--- config.mk ---
export PLATFORM = sky130hd
export DESIGN_NAME = chacha_sequencer
export DESIGN_NICKNAME = d
export VERILOG_FILES = /design/src/rtl/chacha_sequencer.sv
export SDC_FILE = /design/constraint.sdc
export NUM_CORES = 1
export LEC_CHECK = 0
export CAP_MARGIN = 20
export CORE_MARGIN = 1
export CORE_UTILIZATION = 44
export CTS_CLUSTER_SIZE = 40
export DETAILED_ROUTE_END_ITERATION = 8
export GPL_TIMING_DRIVEN = 0
export PLACE_DENSITY = 0.81
export SLEW_MARGIN = 40
export SYNTH_ARGS = -nofsm -noshare
export SYNTH_HDL_FRONTEND = slang
export SYNTH_SLANG_ARGS = --single-unit
--- constraint.sdc ---
create_clock -name clk -period 2.4 [get_ports clk]
set_input_delay 0.36 -clock clk [delete_from_list [all_inputs] [get_ports clk]]
set_output_delay 0.36 -clock clk [all_outputs]
set_load 0.02 [all_outputs]
--- src/rtl/chacha_sequencer.sv ---
// Control sequencer for the ChaCha block engine: byte load, column/diagonal rounds,
// add-back and keystream drain. Optional `CHACHA_SEQ_ABORT_EN adds an abort input.
module chacha_sequencer #(
  parameter int ROUNDS = 20
) (
  input  logic       clk,
  input  logic       rst_n,
`ifdef CHACHA_SEQ_ABORT_EN
  input  logic       abort,
`endif
  input  logic       in_valid,
  output logic       in_ready,
  input  logic [7:0] in_data,
  output logic       out_valid,
  input  logic       out_ready,
  output logic [7:0] out_data,
  output logic       busy,
  output logic       core_write,
  output logic       core_calc,
  output logic       core_shift,
  output logic       core_add_back,
  output logic [1:0] core_step,
  output logic [5:0] core_addr,
  output logic [7:0] core_wdata,
  input  logic [7:0] core_rdata,
  output logic [2:0] dbg_state
);

  localparam int DR = ROUNDS / 2;
  localparam int RW = (DR > 1) ? $clog2(DR) : 1;

  // Handshakes: a byte moves on a cycle where valid && ready; valid never waits on ready.
  typedef enum logic [2:0] {
    LOAD   = 3'd0,
    COL    = 3'd1,
    DIAG   = 3'd2,
    DROW   = 3'd3,
    UNDIAG = 3'd4,
    ADD    = 3'd5,
    OUT    = 3'd6
  } state_t;

  state_t        state_q, state_d;
  logic [5:0]    cnt_q, cnt_d;
  logic [2:0]    step_q, step_d;
  logic [RW-1:0] round_q, round_d;

  // Each shift strobe rotates one row left by one column.
  function automatic logic [1:0] diag_row(input logic [2:0] i);
    case (i)
      3'd0:       diag_row = 2'd1;
      3'd1, 3'd2: diag_row = 2'd2;
      default:    diag_row = 2'd3;
    endcase
  endfunction

  function automatic logic [1:0] undiag_row(input logic [2:0] i);
    case (i)
      3'd0, 3'd1, 3'd2: undiag_row = 2'd1;
      3'd3, 3'd4:       undiag_row = 2'd2;
      default:          undiag_row = 2'd3;
    endcase
  endfunction

  always_ff @(posedge clk) begin
    if (!rst_n) begin
      state_q <= LOAD;
      cnt_q   <= '0;
      step_q  <= '0;
      round_q <= '0;
    end else begin
      state_q <= state_d;
      cnt_q   <= cnt_d;
      step_q  <= step_d;
      round_q <= round_d;
    end
  end

  always_comb begin
    state_d       = state_q;
    cnt_d         = cnt_q;
    step_d        = step_q;
    round_d       = round_q;
    in_ready      = 1'b0;
    out_valid     = 1'b0;
    core_write    = 1'b0;
    core_calc     = 1'b0;
    core_shift    = 1'b0;
    core_add_back = 1'b0;
    core_step     = 2'd0;
    core_addr     = 6'd0;
    case (state_q)
      LOAD: begin
        in_ready   = 1'b1;
        core_addr  = 6'd16 + cnt_q;
        core_write = in_valid;
        if (in_valid) begin
          if (cnt_q == 6'd47) begin
            state_d = COL;
            cnt_d   = '0;
          end else begin
            cnt_d = cnt_q + 6'd1;
          end
        end
      end
      COL, DROW: begin
        core_calc = 1'b1;
        core_step = step_q[1:0];
        if (step_q == 3'd3) begin
          step_d  = '0;
          state_d = (state_q == COL) ? DIAG : UNDIAG;
        end else begin
          step_d = step_q + 3'd1;
        end
      end
      DIAG: begin
        core_shift = 1'b1;
        core_step  = diag_row(step_q);
        if (step_q == 3'd5) begin
          step_d  = '0;
          state_d = DROW;
        end else begin
          step_d = step_q + 3'd1;
        end
      end
      UNDIAG: begin
        core_shift = 1'b1;
        core_step  = undiag_row(step_q);
        if (step_q == 3'd5) begin
          step_d = '0;
          if (round_q == RW'(DR - 1)) begin
            round_d = '0;
            state_d = ADD;
          end else begin
            round_d = round_q + RW'(1);
            state_d = COL;
          end
        end else begin
          step_d = step_q + 3'd1;
        end
      end
      ADD: begin
        core_add_back = 1'b1;
        cnt_d         = '0;
        state_d       = OUT;
      end
      OUT: begin
        out_valid = 1'b1;
        core_addr = cnt_q;
        if (out_ready) begin
          if (cnt_q == 6'd63) begin
            state_d = LOAD;
            cnt_d   = '0;
          end else begin
            cnt_d = cnt_q + 6'd1;
          end
        end
      end
      default: begin
        state_d = LOAD;
        cnt_d   = '0;
        step_d  = '0;
        round_d = '0;
      end
    endcase
`ifdef CHACHA_SEQ_ABORT_EN
    // Abort wins over any handshake; core contents are left for the next load to overwrite.
    if (abort && !(state_q == LOAD && cnt_q == 6'd0)) begin
      state_d       = LOAD;
      cnt_d         = '0;
      step_d        = '0;
      round_d       = '0;
      core_write    = 1'b0;
      core_calc     = 1'b0;
      core_shift    = 1'b0;
      core_add_back = 1'b0;
    end
`endif
  end

  assign core_wdata = in_data;
  assign out_data   = core_rdata;
  assign busy       = (state_q == COL) || (state_q == DIAG) || (state_q == DROW) ||
                      (state_q == UNDIAG) || (state_q == ADD);
  assign dbg_state  = state_q;

endmodule

* After elaboration in Yosys (flattened, before gate mapping)
Cells that the tools add are included.
Cells by class: equal/unequal tests 21, reduce and logical (&&, ||, !) cells 17, muxes and demuxes 31, bitwise logic cells 2, add/subtract/negate cells 4
Operators with widths (number):
- $mux 3 | 11
- $mux 6 | 4
- $pmux 3 s6 | 1
- $pmux 6 s3 | 1
- $eq 3x3->1 const B | 5
- $ne 2x2->1 const B | 7
- $eq 3x2->1 const B | 4
- $eq 6x6->1 const B | 2
- $pmux 6 s2 | 1
- $pmux 3 s3 | 1
- $mux 4 | 2
- $pmux 2 s2 | 2
- $pmux 4 s2 | 1
- $reduce_or 2->1 | 4
- $reduce_and 7->1 | 1
- $add 5x6->6 const A | 1
- $add 6x1->6 const B | 1
- $eq 3x1->1 const B | 2
- $logic_not 3->1 | 2
- $mux 1 | 6
- $pmux 2 s3 | 1
- $reduce_or 3->1 | 2
- $reduce_or 6->1 | 1
- $add 4x1->4 const B | 1
- 7 further kinds | 11
Storage, ports and cells: bits of input ports 20, register bits 16

* Depth between registers and ports, before layout
Gate-level depths: netlist (run 1).
word-level depth 5, mapped depth 8, mapped depth without buffers 7

* Worst setup path after synthesis (run 1)
Ideal clock, no wire load.
kind flip-flop to output port, start reg state_q[1], in the netlist dbg_state[1], end out core_step[1], setup slack 0.439 ns, cell stages (with the launch flop) 7, arrival 1.601 ns, data required time 2.040 ns, path through dfxtp_1 > buf_6 > clkbuf_1 > nand2_1 > a31oi_1 > a21oi_1 > o21ai_0
Between the ends: longest elaborated chain between the ends 3, elaborated cells on any way between the ends 6, classes of those cells 4 x eq/ne; 1 x mux; 1 x reduce/logical
Ends and longest elaborated chain:
- from (decl) | RTL line 43 | state_t state_q, state_d;
- from (signal assigned) | RTL line 72 | state_q <= state_d;
- $eq 3x1->1 / $eq 3x2->1 (equally long branches) | RTL line 92 | case (state_q)
- $reduce_or 2->1 | RTL line 92
- $pmux 2 s3 * | RTL line 92
- to (decl) | RTL line 22 | output logic [1:0] core_step,
Mark *: on every way between the ends. The rest lies on a longest branch, timed or not.

* Worst setup path after layout (run 1)
start reg state_q[2], in the netlist dbg_state[2], end out busy
Between the ends: longest elaborated chain between the ends 5, elaborated cells on any way between the ends 9, classes of those cells 5 x eq/ne; 4 x reduce/logical
Ends and longest elaborated chain:
- $eq 3x1->1 / $eq 3x2->1 (equally long branches) | RTL line 183 | assign busy = (state_q == COL) || (state_q == DIAG) || (state_q == DROW) ||
- $logic_or 1x1->1 (3 in a row) | RTL line 183
- $logic_or 1x1->1 * | RTL line 184 | (state_q == UNDIAG) || (state_q == ADD);
- to (decl) | RTL line 17 | output logic busy,
Marks and branches as above.

==> results of run 1 <==
[power breakdown]
part | internal [mW] | switching, mW
sequential | 0.268 | 0.00259
clock | 0.0924 | 0.0915
combinational | 0.0557 | 0.0455
[worst register-to-register path, cell delays in order (launching register included)]
cell     delay [ns]
dfxtp_1        0.43
ha_1           0.25
ha_1           0.21
nor2b_1        0.06
a31oi_1        0.13
o21ai_0        0.21
or3_1          0.45
o31ai_1        0.23
[worst max path at each step]
stage,from,to,cells past startpoint
detailed placement,dbg_state[2],core_addr[1],6
global route,step_q[1],core_step[0],8
floorplan,dbg_state[1],core_step[1],6
finish,dbg_state[2],busy,6
CTS,dbg_state[1],core_shift,5
global placement,dbg_state[2],core_addr[1],6
[registers in the layout, summed over array words and instances, names as in the netlist]
name	flops
cnt_q	6
dbg_state	3
round_q	4
step_q	3
[layout make-up]
class | instances | area [um^2] | share of cell area (%)
inverter | 12 | 50.05 | 2.766
timing repair buffer | 37 | 364.1 | 20.12
tap | 31 | 38.79 | 2.144
sequential | 16 | 320.3 | 17.70
multi-input combinational | 125 | 829.5 | 45.85
clock buffer | 4 | 36.28 | 2.006
buffer | 23 | 170.2 | 9.405
[stage by stage]
step	worst slack [ns]	hold WS [ns]
after floorplan	0.4395	0.4527
after global placement	0.1674	0.4715
after detailed placement	0.1486	0.4760
after CTS	0.03738	0.4899
after global routing	0.007318	0.5091
final	0.1136	0.4909
[kinds of logic (layout without fill, tap and decap cells)]
group / after synthesis / in the layout / synth area share (%)
adders and majority gates: 11 / 11 / 10.08
buffers and inverters: 35 / 76 / 15.95
and+or+nand+nor: 70 / 70 / 26.95
AOI/OAI and AO/OA: 38 / 38 / 19.34
xor gates and xnor gates: 4 / 4 / 2.567
DFF: 16 / 16 / 23.46
muxes: 2 / 2 / 1.650
[cell usage after synthesis (all sizes together) (2+ instances only)]
library cell and number:
a21o 2, a21oi 6, a22o 2, a311oi 2, a31oi 4, and2 6, buf 21, clkbuf 2
clkinv 2, dfxtp 16, ha 11, inv 10, mux2 2, nand2 18, nand3 5, nand4 3
nor2 16, nor2b 2, nor3 3, nor3b 2, nor4b 2, o21ai 9, o22ai 4, o31ai 2
or3 5, xor2 3
[layer usage]
metal  wire [um]  part of all wire [%]
met5           0                     0
met2        1344                    45
met3         179                   6.0
met1        1424                    48
met4          17                  0.57
[timing repair]
action / CTS / global route
hold buffers: 0 / 0
endpoints found under the setup margin: 11 / 6
pin swaps: 0 / 0
buffers inserted: 0 / 0
gates cloned: 0 / 0
gates resized for setup: 11 / 3
==> impl_results.md, run 1 <==
* Final Max Slew Viols at 0
* Hold EP: cnt_q[1]
* Setup TNS at 0 ns
* Mean Syn Cell Area at 7.756 um^2
* Residual DRC at 4
* Slowest-stage cell, CP: clkdlybuf4s50_1
* Element type at the critical path start: register
* Vias after detailed routing at around 1300
* Tcrit/Tclk final at around 95%
* Yosys top cell by area: dfxtp_1
* Post-placement cell count at 244
* Wire per inst at 11.96 um
* Pwr dens at around 310 nW/um^2
* Total chip power at 555.7 uW
* Busiest grt layer: met2
* Kind of critical path: reg2out
* Synth Flop Type: dfxtp_1
* Clk buf depth at 2
* R2r setup slk at 0.38 ns
* Critical path's top delay family: buffers and inverters
* Post-Syn Area at 1365 um^2
* RSZ-0062 raised after global routing: no
* Die W at 57.70 um
* Syn Inst Count at 176
* Die ar. at between 3000 and 4000 um^2
* Final Hold Viols at 0
* CP max stage delay at 0.53 ns
* CTS Buf Count at 3
* Post-synthesis sequential area ratio at 23.46%
* First-pass GRT wire length at 4899 um
* Final Skew at around 0.012 ns
* Drt pass-1 iters at 7
* Met2 Usage GRT at 30.40%
* Reg-to-Reg Start: step_q[1]
* Reg2Reg Depth at 7
* Area contributors post-synth: dfxtp_1, ha_1, buf_4
* Clock slew at reported path FFs at 0.09 ns
* Worst-Skew Late Latency at between 0.2 and 0.3 ns
* Fin crit period at approximately 2.3 ns
* Input/output buffers at 37
* Fmax at 437.4 MHz
* GRT Util Overall at between 10% and 20%
* Final Non-Filler Cells at 248
* Met3 Usage GRT at ~4.2%
* Vias in the first global route at 1104
* Path type of the worst min-delay path: reg2reg
* EDFF count, synth at 0
* Leakage at between 0.7 and 0.8 nW
* Core area at 2853 um^2
* Failing checks: design-rule violations
* Setup violators final at 0
* Seq cells post-synth at 16
* Total grt overflow at 0
* Initial antenna violation count at 0
* Syn_nets at 207
* DP Area at 1774 um^2
* # clock sinks at 16
* Combined buffer and inverter count along the critical path at 4
* Most frequent cells in the layout: clkdlybuf4s50_1, buf_4, nor2_1, nand2_1, dfxtp_1
* Hold path cells at 2
* Largest net degree at the start of global routing at 11
* Share of layout cells above drive strength 1 at 16.13%
* Distinct cells, synth at 47
* Worst-margin pin slew at 0.5335 ns
* Starting Density at a little under half
* CP Data Arrival Time at 1.93 ns
* Final Wtd Congestion at roughly 0.83
* Routed Antenna Nets at 0
* DR vias/cell at ~5.4
* # diodes at 0
* Total wire length at 2966 um
* Final #Nets at 249
* Hold_sp: cnt_q[1]
* Site Rows at 19
* Max Cap Viol at 0
* DPL Wire Length at 2264 um
* Share of flip-flops with an asynchronous set or reset at 0%
* P&R area growth vs syn at 32.54%
* Final Util at a little under two thirds
* I/O Pins at 54
* Area fraction of the dominant cell type after synthesis at 23.46%
* Yosys warns at 0
* Max_slew headroom at 64.05%
* CTS tree: done
* Die H at ~58 um
* RR Endpoint: dbg_state[0]
* CP cell instances: buf_4, or3_1, buf_6, clkinv_4, nor2_1, clkdlybuf4s50_1
* Root buf cell: clkbuf_4
* Crit. End Element: output pin
* Most common cell after layout, fill and taps aside: clkdlybuf4s50_1
* Peak VDD IR at ~350 uV
* Critical path data required time at around 2 ns
* # H-tree levels at 1
* Outcome: finished with violations
* 1st-iter DRT viols at 78
* Fill cell count at 270
* Final instance area at 1809 um^2
* Crit Path Max Fanout at 10
* Met1 Track Usage GR at 25.34%
(Power assumes the default switching activity.)
==> inputs of run 2 (changes only) <==
- ABC_AREA: unset -> 1
- CORE_MARGIN: 1 -> 3
- CORE_UTILIZATION: 44 -> 43
- PLACE_DENSITY: 0.81 -> 0.79
==> impl_results.md, run 2 <==
* Commonest cells post-synth: nand2_1, inv_1, nor2_1, buf_4, dfxtp_1
* Area fraction of the dominant cell type after synthesis at 23.59% (+0.13 points)
* Reg power frac at 51.9% (+3.2 points)
* CTS tree: done
* Hold_sp: cnt_q[1]
* R2r setup slk at 0.92 ns (+0.54 ns)
* Final #Nets at 272 (+9.2%)
* Reg2Reg Depth at 7 (unchanged)
* Site Rows at 19 (unchanged)
* Mux contribution to synthesized area at 0% (-1.6 points)
* Max FFs per register at 6 (unchanged)
* Post-Syn Area at 1358 um^2 (-0.55%)
* Combined buffer and inverter count along the critical path at 2 (-2)
* Post-CTS setup buffer count at 0 (unchanged)
* Final Skew at 0.001384 ns (-0.01025 ns)
* Reg-to-Reg Start: dbg_state[0]
* I/O Pins at 54 (unchanged)
* Total chip power at 521.6 uW (-6.1%)
* Die ar. at 3868 um^2 (+16%)
* Syn Inst Count at 199 (+13%)
* Outcome: completed
* Fmax at 448.9 MHz (+2.6%)
* Post-synthesis sequential area ratio at 23.59% (+0.13 points)
* Critical path depth at 5 (-1)
* Seq cells post-synth at 16 (unchanged)
* Leakage at 0.8592 nW (+12%)
* Switching part of the total at 26.24% (+1.1 points)
* Pre-CTS setup slack at 0.2657 ns (+0.1171 ns)
* Area contributors post-synth: dfxtp_1, ha_1, nand2_1
* DR vias/cell at 4.694 (-13%)
* Critical path data required time at 2.04 ns (about the same)
* RSZ-0062 raised after global routing: no
* Final Max Slew Viols at 0 (unchanged)
* Total wire length at 2876 um (-3.0%)
* Worst-Skew Late Latency at 0.28 ns (about the same)
* Starting Density at 47.19% (-0.66 points)
* Most frequent cells in the layout: nand2_1, clkdlybuf4s50_1, inv_1, nor2_1, buf_4
* Main combinational cell family by area after synthesis: simple AND/OR/NAND/NOR gates
* Cts hold-fix bufs at 0 (unchanged)
* EDFF count, synth at 0 (unchanged)
* Post-Synth XOR/XNOR Area at 1.290% (-1.3 points)
* Top-count cell post-synth: nand2_1
* Distinct cells, synth at 27 (-43%)
* CP max stage delay at 0.62 ns (+0.09 ns)
* Compound-Gate Fraction of Synth Area at 13.55% (-5.8 points)
* Largest reg by FF count: cnt_q
* Synth Flop Type: dfxtp_1
* Fin crit period at 2.228 ns (-0.05851 ns)
* Post-Synth Adder-Cell Area at 10.14% (+0.056 points)
* Worst hold slack at 0.5000 ns (+0.009184 ns)
* Pwr dens at 289.1 nW/um^2 (-5.9%)
* Vias after detailed routing at 1319 (-0.98%)
* Path type of the worst min-delay path: reg2reg
* Drt pass-1 iters at 4 (-3)
* Die W at 62.19 um (+7.8%)
* Input/output buffers at 37 (unchanged)
* Worst setup margin at 0.1721 ns (+0.05851 ns)
* Syn_nets at 230 (+11%)
* 1st-iter DRT viols at 40 (-49%)
* Core area at 2877 um^2 (+0.83%)
* Clk network pwr share at 27.3% (-5.8 points)
* Peak VDD IR at 307.0 uV (-13%)
* CTS Buf Count at 3 (unchanged)
* RR Endpoint: dbg_state[2]
* Largest net degree at the start of global routing at 11 (unchanged)
* Internal cell power at 384.7 uW (-7.6%)
* Most common cell after layout, fill and taps aside: nand2_1
* Mean Syn Cell Area at 6.822 um^2 (-12%)
* Max Cap Viol at 0 (unchanged)
* Share of flip-flops with an asynchronous set or reset at 0% (unchanged)
* Post-synthesis simple-gate area fraction at 32.81% (+5.9 points)
* Kind of critical path: reg2out
* Element type at the critical path start: register
* Hold EP: cnt_q[1]
* # diodes at 0 (unchanged)
* CP Data Arrival Time at 1.87 ns (-0.06 ns)
* Routed Antenna Nets at 0 (unchanged)
* Final Hold Viols at 0 (unchanged)
* GRT Util Overall at 15.22% (-3.6 points)
* Slowest-stage cell, CP: clkdlybuf4s50_1
* P&R area growth vs syn at 32.90%
* Hold path cells at 2 (unchanged)
* Die H at 62.19 um (+7.8%)
* Comb pwr share at 20.8% (+2.6 points)
* Clock slew at reported path FFs at 0.09 ns (about the same)
* Vias in the first global route at 1185 (+7.3%)
* Total grt overflow at 0 (unchanged)
* Setup TNS at 0 ns (unchanged)
* Wire per inst at 10.23 um (-14%)
* Setup violators final at 0 (unchanged)
* Residual DRC at 0 (-4)
* Tcrit/Tclk final at 92.83% (-2.4 points)
* Crit Path Max Fanout at 8 (-2)
* Largest registers: cnt_q (6), round_q (4)
* Share of layout cells above drive strength 1 at 19.67% (+3.5 points)
* Initial antenna violation count at 0 (unchanged)
* First-pass GRT wire length at 5112 um (+4.3%)
* Worst-margin pin slew at 0.3607 ns (-0.1729 ns)
* Max_slew headroom at 75.92% (+12 points)
* Yosys warns at 0 (unchanged)
* Switching pwr at 136.9 uW (-1.9%)
* # H-tree levels at 1 (unchanged)
* Yosys top cell by area: dfxtp_1
* Critical path's top delay family: buffers and inverters
* DPL Wire Length at 2375 um (+4.9%)
* # clock sinks at 16 (unchanged)
* CP cell instances: clkbuf_2, nor2_2, nand2_2, o21ai_0, clkdlybuf4s50_1
* Root buf cell: clkbuf_4
* Final Wtd Congestion at 0.9083 (+8.9%)
* Crit. End Element: output pin
* Clk buf depth at 2 (unchanged)
==> run 2: final cells by class <==
class | instances | area (um^2)
Tap cell | 42 | 52.55
Buffer | 19 | 143.9
Clock buffer | 3 | 22.52
Fill cell | 281 | 1072
Multi-Input combinational cell | 135 | 784.5
Sequential cell | 16 | 321.6
Timing Repair Buffer | 37 | 370.4
Inverter | 29 | 108.9
==> run 2: how the worst max path moves through the flow <==
stage | startpoint | endpoint | slack [ns]
2_1_floorplan | dbg_state[1] | core_addr[0] | 0.58
3_3_place_gp | dbg_state[2] | core_addr[2] | 0.29
3_5_place_dp | dbg_state[2] | core_addr[0] | 0.27
4_1_cts | dbg_state[1] | busy | 0.08
5_1_grt | step_q[0] | core_step[0] | 0.02
6_report | dbg_state[1] | core_addr[4] | 0.17
==> run 2: cells by family (layout without fill, tap and decap cells) <==
kind of cell / Yosys count / after routing
AO/OA/AOI/OAI: 30 / 30
XOR/XNOR: 2 / 2
adder cells (fa/ha/maj): 11 / 11
buffers and inverters: 48 / 88
flip-flops: 16 / 16
AND/OR/NAND/NOR: 92 / 92
==> run 2: repair_timing <==
item | in CTS | in global routing
pin swaps | 0 | 0
resized for setup | 7 | 3
setup endpoints to repair | 6 | 3
==> run 2: power by group through the flow <==
stage | Clock, mW | Combinational [mW] | Sequential (mW)
2_1_floorplan | 0 | 0.0683 | 0.276
3_3_place_gp | 0 | 0.110 | 0.277
3_5_place_dp | 0 | 0.111 | 0.277
4_1_cts | 0.144 | 0.109 | 0.271
5_1_grt | 0.152 | 0.118 | 0.271
6_report | 0.142 | 0.109 | 0.271
==> run 2: routing by layer <==
| layer | part of all wire, % | wire length (um) | GRT usage [%] |
|---|---|---|---|
| met1 | 47 | 1343 | 20.04 |
| met4 | 0.35 | 10 | 2.762 |
| met5 | 0 | 0 | 0 |
| met2 | 46 | 1329 | 24.87 |
| met3 | 6.7 | 192 | 4.505 |
==> run 2: metrics by stage <==
| stage | util (%) | instances | area (um^2) |
|---|---|---|---|
| after floorplan | - | 199 | 1358 |
| after global placement | 61.90 | 278 | 1780 |
| after detailed placement | 61.90 | 278 | 1780 |
| after CTS | 62.46 | 281 | 1797 |
| after global routing | 62.72 | 281 | 1804 |
| final | 62.72 | 281 | 1804 |
==> run 2: tightest hold or removal path: stages (launching register included) <==
cell and delay, ns:
dfxtp_1 0.34, nand2_1 0.07, a21oi_1 0.05
==> inputs of run 3 (changes only) <==
- CELL_PAD_IN_SITES_DETAIL_PLACEMENT: unset -> 1
- CELL_PAD_IN_SITES_GLOBAL_PLACEMENT: unset -> 1
- CORE_UTILIZATION: 43 -> 29
- PLACE_DENSITY: 0.79 -> unset
- PLACE_DENSITY_LB_ADDON: unset -> 0.1
==> impl_results.md, run 3 (synthesis results as in run 2) <==
* Drt pass-1 iters at 4 (unchanged)
* Most common cell after layout, fill and taps aside: nand2_1
* Switching part of the total at 24.07% (-2.2 points)
* CP Data Arrival Time at 1.86 ns (about the same)
* # clock sinks at 16 (unchanged)
* Largest registers: cnt_q (6), round_q (4)
* Fin crit period at 2.219 ns (-0.008651 ns)
* Setup TNS at 0 ns (unchanged)
* Reg power frac at 43.4% (-8.5 points)
* Cts hold-fix bufs at 0 (unchanged)
* Root buf cell: clkbuf_8
* Setup violators final at 0 (unchanged)
* DR vias/cell at 4.654 (-0.85%)
* Die W at 74.42 um (+20%)
* CTS Buf Count at 3 (unchanged)
* Final Wtd Congestion at 0.7944 (-13%)
* Routed Antenna Nets at 0 (unchanged)
* Element type at the critical path start: register
* Final Max Slew Viols at 0 (unchanged)
* Total wire length at 3389 um (+18%)
* Wire per inst at 11.61 um (+13%)
* Site Rows at 24 (+5)
* Clk network pwr share at 39.0% (+12 points)
* Max_slew headroom at 81.50% (+5.6 points)
* CTS tree: done
* Tcrit/Tclk final at 92.47% (-0.36 points)
* Path type of the worst min-delay path: reg2reg
* Largest reg by FF count: cnt_q
* Total grt overflow at 0 (unchanged)
* Pwr dens at 335.0 nW/um^2 (+16%)
* Starting Density at 30.55% (-17 points)
* Input/output buffers at 37 (unchanged)
* Leakage at 0.8967 nW (+4.4%)
* Share of layout cells above drive strength 1 at 20.42% (+0.75 points)
* Kind of critical path: reg2out
* RSZ-0062 raised after global routing: no
* Residual DRC at 0 (unchanged)
* DPL Wire Length at 2809 um (+18%)
* Worst-Skew Late Latency at 0.25 ns (-0.03 ns)
* Fmax at 450.6 MHz (+0.39%)
* P&R area growth vs syn at 36.96%
* First-pass GRT wire length at 5878 um (+15%)
* Worst setup margin at 0.1808 ns (+0.008651 ns)
* Initial antenna violation count at 0 (unchanged)
* Max Cap Viol at 0 (unchanged)
* Vias in the first global route at 1361 (+15%)
* # diodes at 0 (unchanged)
* Final Non-Filler Cells at 292 (+3.9%)
* GRT Util Overall at 13.42% (-1.8 points)
* Comb pwr share at 17.6% (-3.2 points)
* Outcome: completed
* Core area at 4444 um^2 (+55%)
* I/O Pins at 54 (unchanged)
* R2r setup slk at 0.90 ns (-0.02 ns)
* Vias after detailed routing at 1359 (+3.0%)
* Final #Nets at 272 (unchanged)
* Pre-CTS setup slack at 0.2296 ns (-0.03613 ns)
* Peak VDD IR at 150.4 uV (-51%)
* Internal cell power at 472.9 uW (+23%)
* Clock slew at reported path FFs at 0.07 ns (-0.02 ns)
* Final Hold Viols at 0 (unchanged)
* Critical path data required time at 2.04 ns (about the same)
* Post-placement cell count at 288 (+3.6%)
* Max FFs per register at 6 (unchanged)
* Largest net degree at the start of global routing at 11 (unchanged)
* Worst-margin pin slew at 0.2754 ns (-0.08526 ns)
* # H-tree levels at 1 (unchanged)
* Final Skew at 0.005179 ns (+0.003795 ns)
* Crit. End Element: output pin
* Switching pwr at 149.9 uW (+9.5%)
* 1st-iter DRT viols at 64 (+60%)
* Die H at 74.42 um (+20%)
* Crit Path Max Fanout at 8 (unchanged)
* Most frequent cells in the layout: nand2_1, clkdlybuf4s50_1, inv_1, nor2_1, buf_4
* Clk buf depth at 2 (unchanged)
* Die ar. at 5538 um^2 (+43%)
## run 3: cell count changes in the layout (fill, tap and decap cells not counted), sizes merged
cell	delta
clkdlybuf4s50	+1
dlymetal6s2s	+2
dlygate4sd2	-3
clkbuf	+1
## run 3: cell type report
type	instances	area (um^2)
buffer	19	143.9
timing repair buffer	37	379.1
multi-input combinational	135	784.5
inverter	29	108.9
sequential	16	322.8
fill	585	2585
tap	52	65.06
clock buffer	4	55.05
## run 3: final timing paths
path,startpoint,to,depth (start not counted)
min,cnt_q[1],cnt_q[1],2
min reg2reg,cnt_q[1],cnt_q[1],2
max,dbg_state[1],core_addr[5],6
max reg2reg,step_q[1],round_q[3],7
## run 3: power by group through the flow
| stage | combinational (mW) | clock (mW) | sequential [mW] |
|---|---|---|---|
| floorplan | 0.0683 | 0 | 0.276 |
| finish | 0.110 | 0.243 | 0.270 |
| global placement | 0.112 | 0 | 0.277 |
| detailed placement | 0.113 | 0 | 0.277 |
| global route | 0.119 | 0.271 | 0.271 |
| CTS | 0.112 | 0.257 | 0.270 |
## run 3: critical path, stage by stage, from the launching register on
cell	delay, ns
dfxtp_1	0.32
clkbuf_2	0.21
nand2_2	0.10
nor2_4	0.15
inv_1	0.08
o22ai_1	0.12
clkdlybuf4s50_1	0.63
## run 3: metrics by stage
stage          hold WS [ns]  area [um^2]  util (%)  power (mW)
2_1_floorplan        0.4585         1358         -      0.3444
3_3_place_gp         0.4840         1793     40.34      0.3885
3_5_place_dp         0.4792         1793     40.34      0.3893
4_1_cts              0.4907         1846     41.53      0.6400
5_1_grt              0.5249         1859     41.84      0.6609
6_report             0.4852         1859     41.84      0.6228
## run 3: layer usage
layer	GRT usage (%)	wire [um]	up-vias
met5	0	0	-
met4	5.336	51	0
met3	1.216	232	4
met2	22.34	1515	49
met1	17.79	1589	608
li1	-	-	698
## run 3: what timing repair did
action	4_1_cts	5_1_grt
endpoints found under the setup margin	6	6
buffers inserted	0	0
resized for setup	4	7
cloned	0	0
pin swaps	0	0
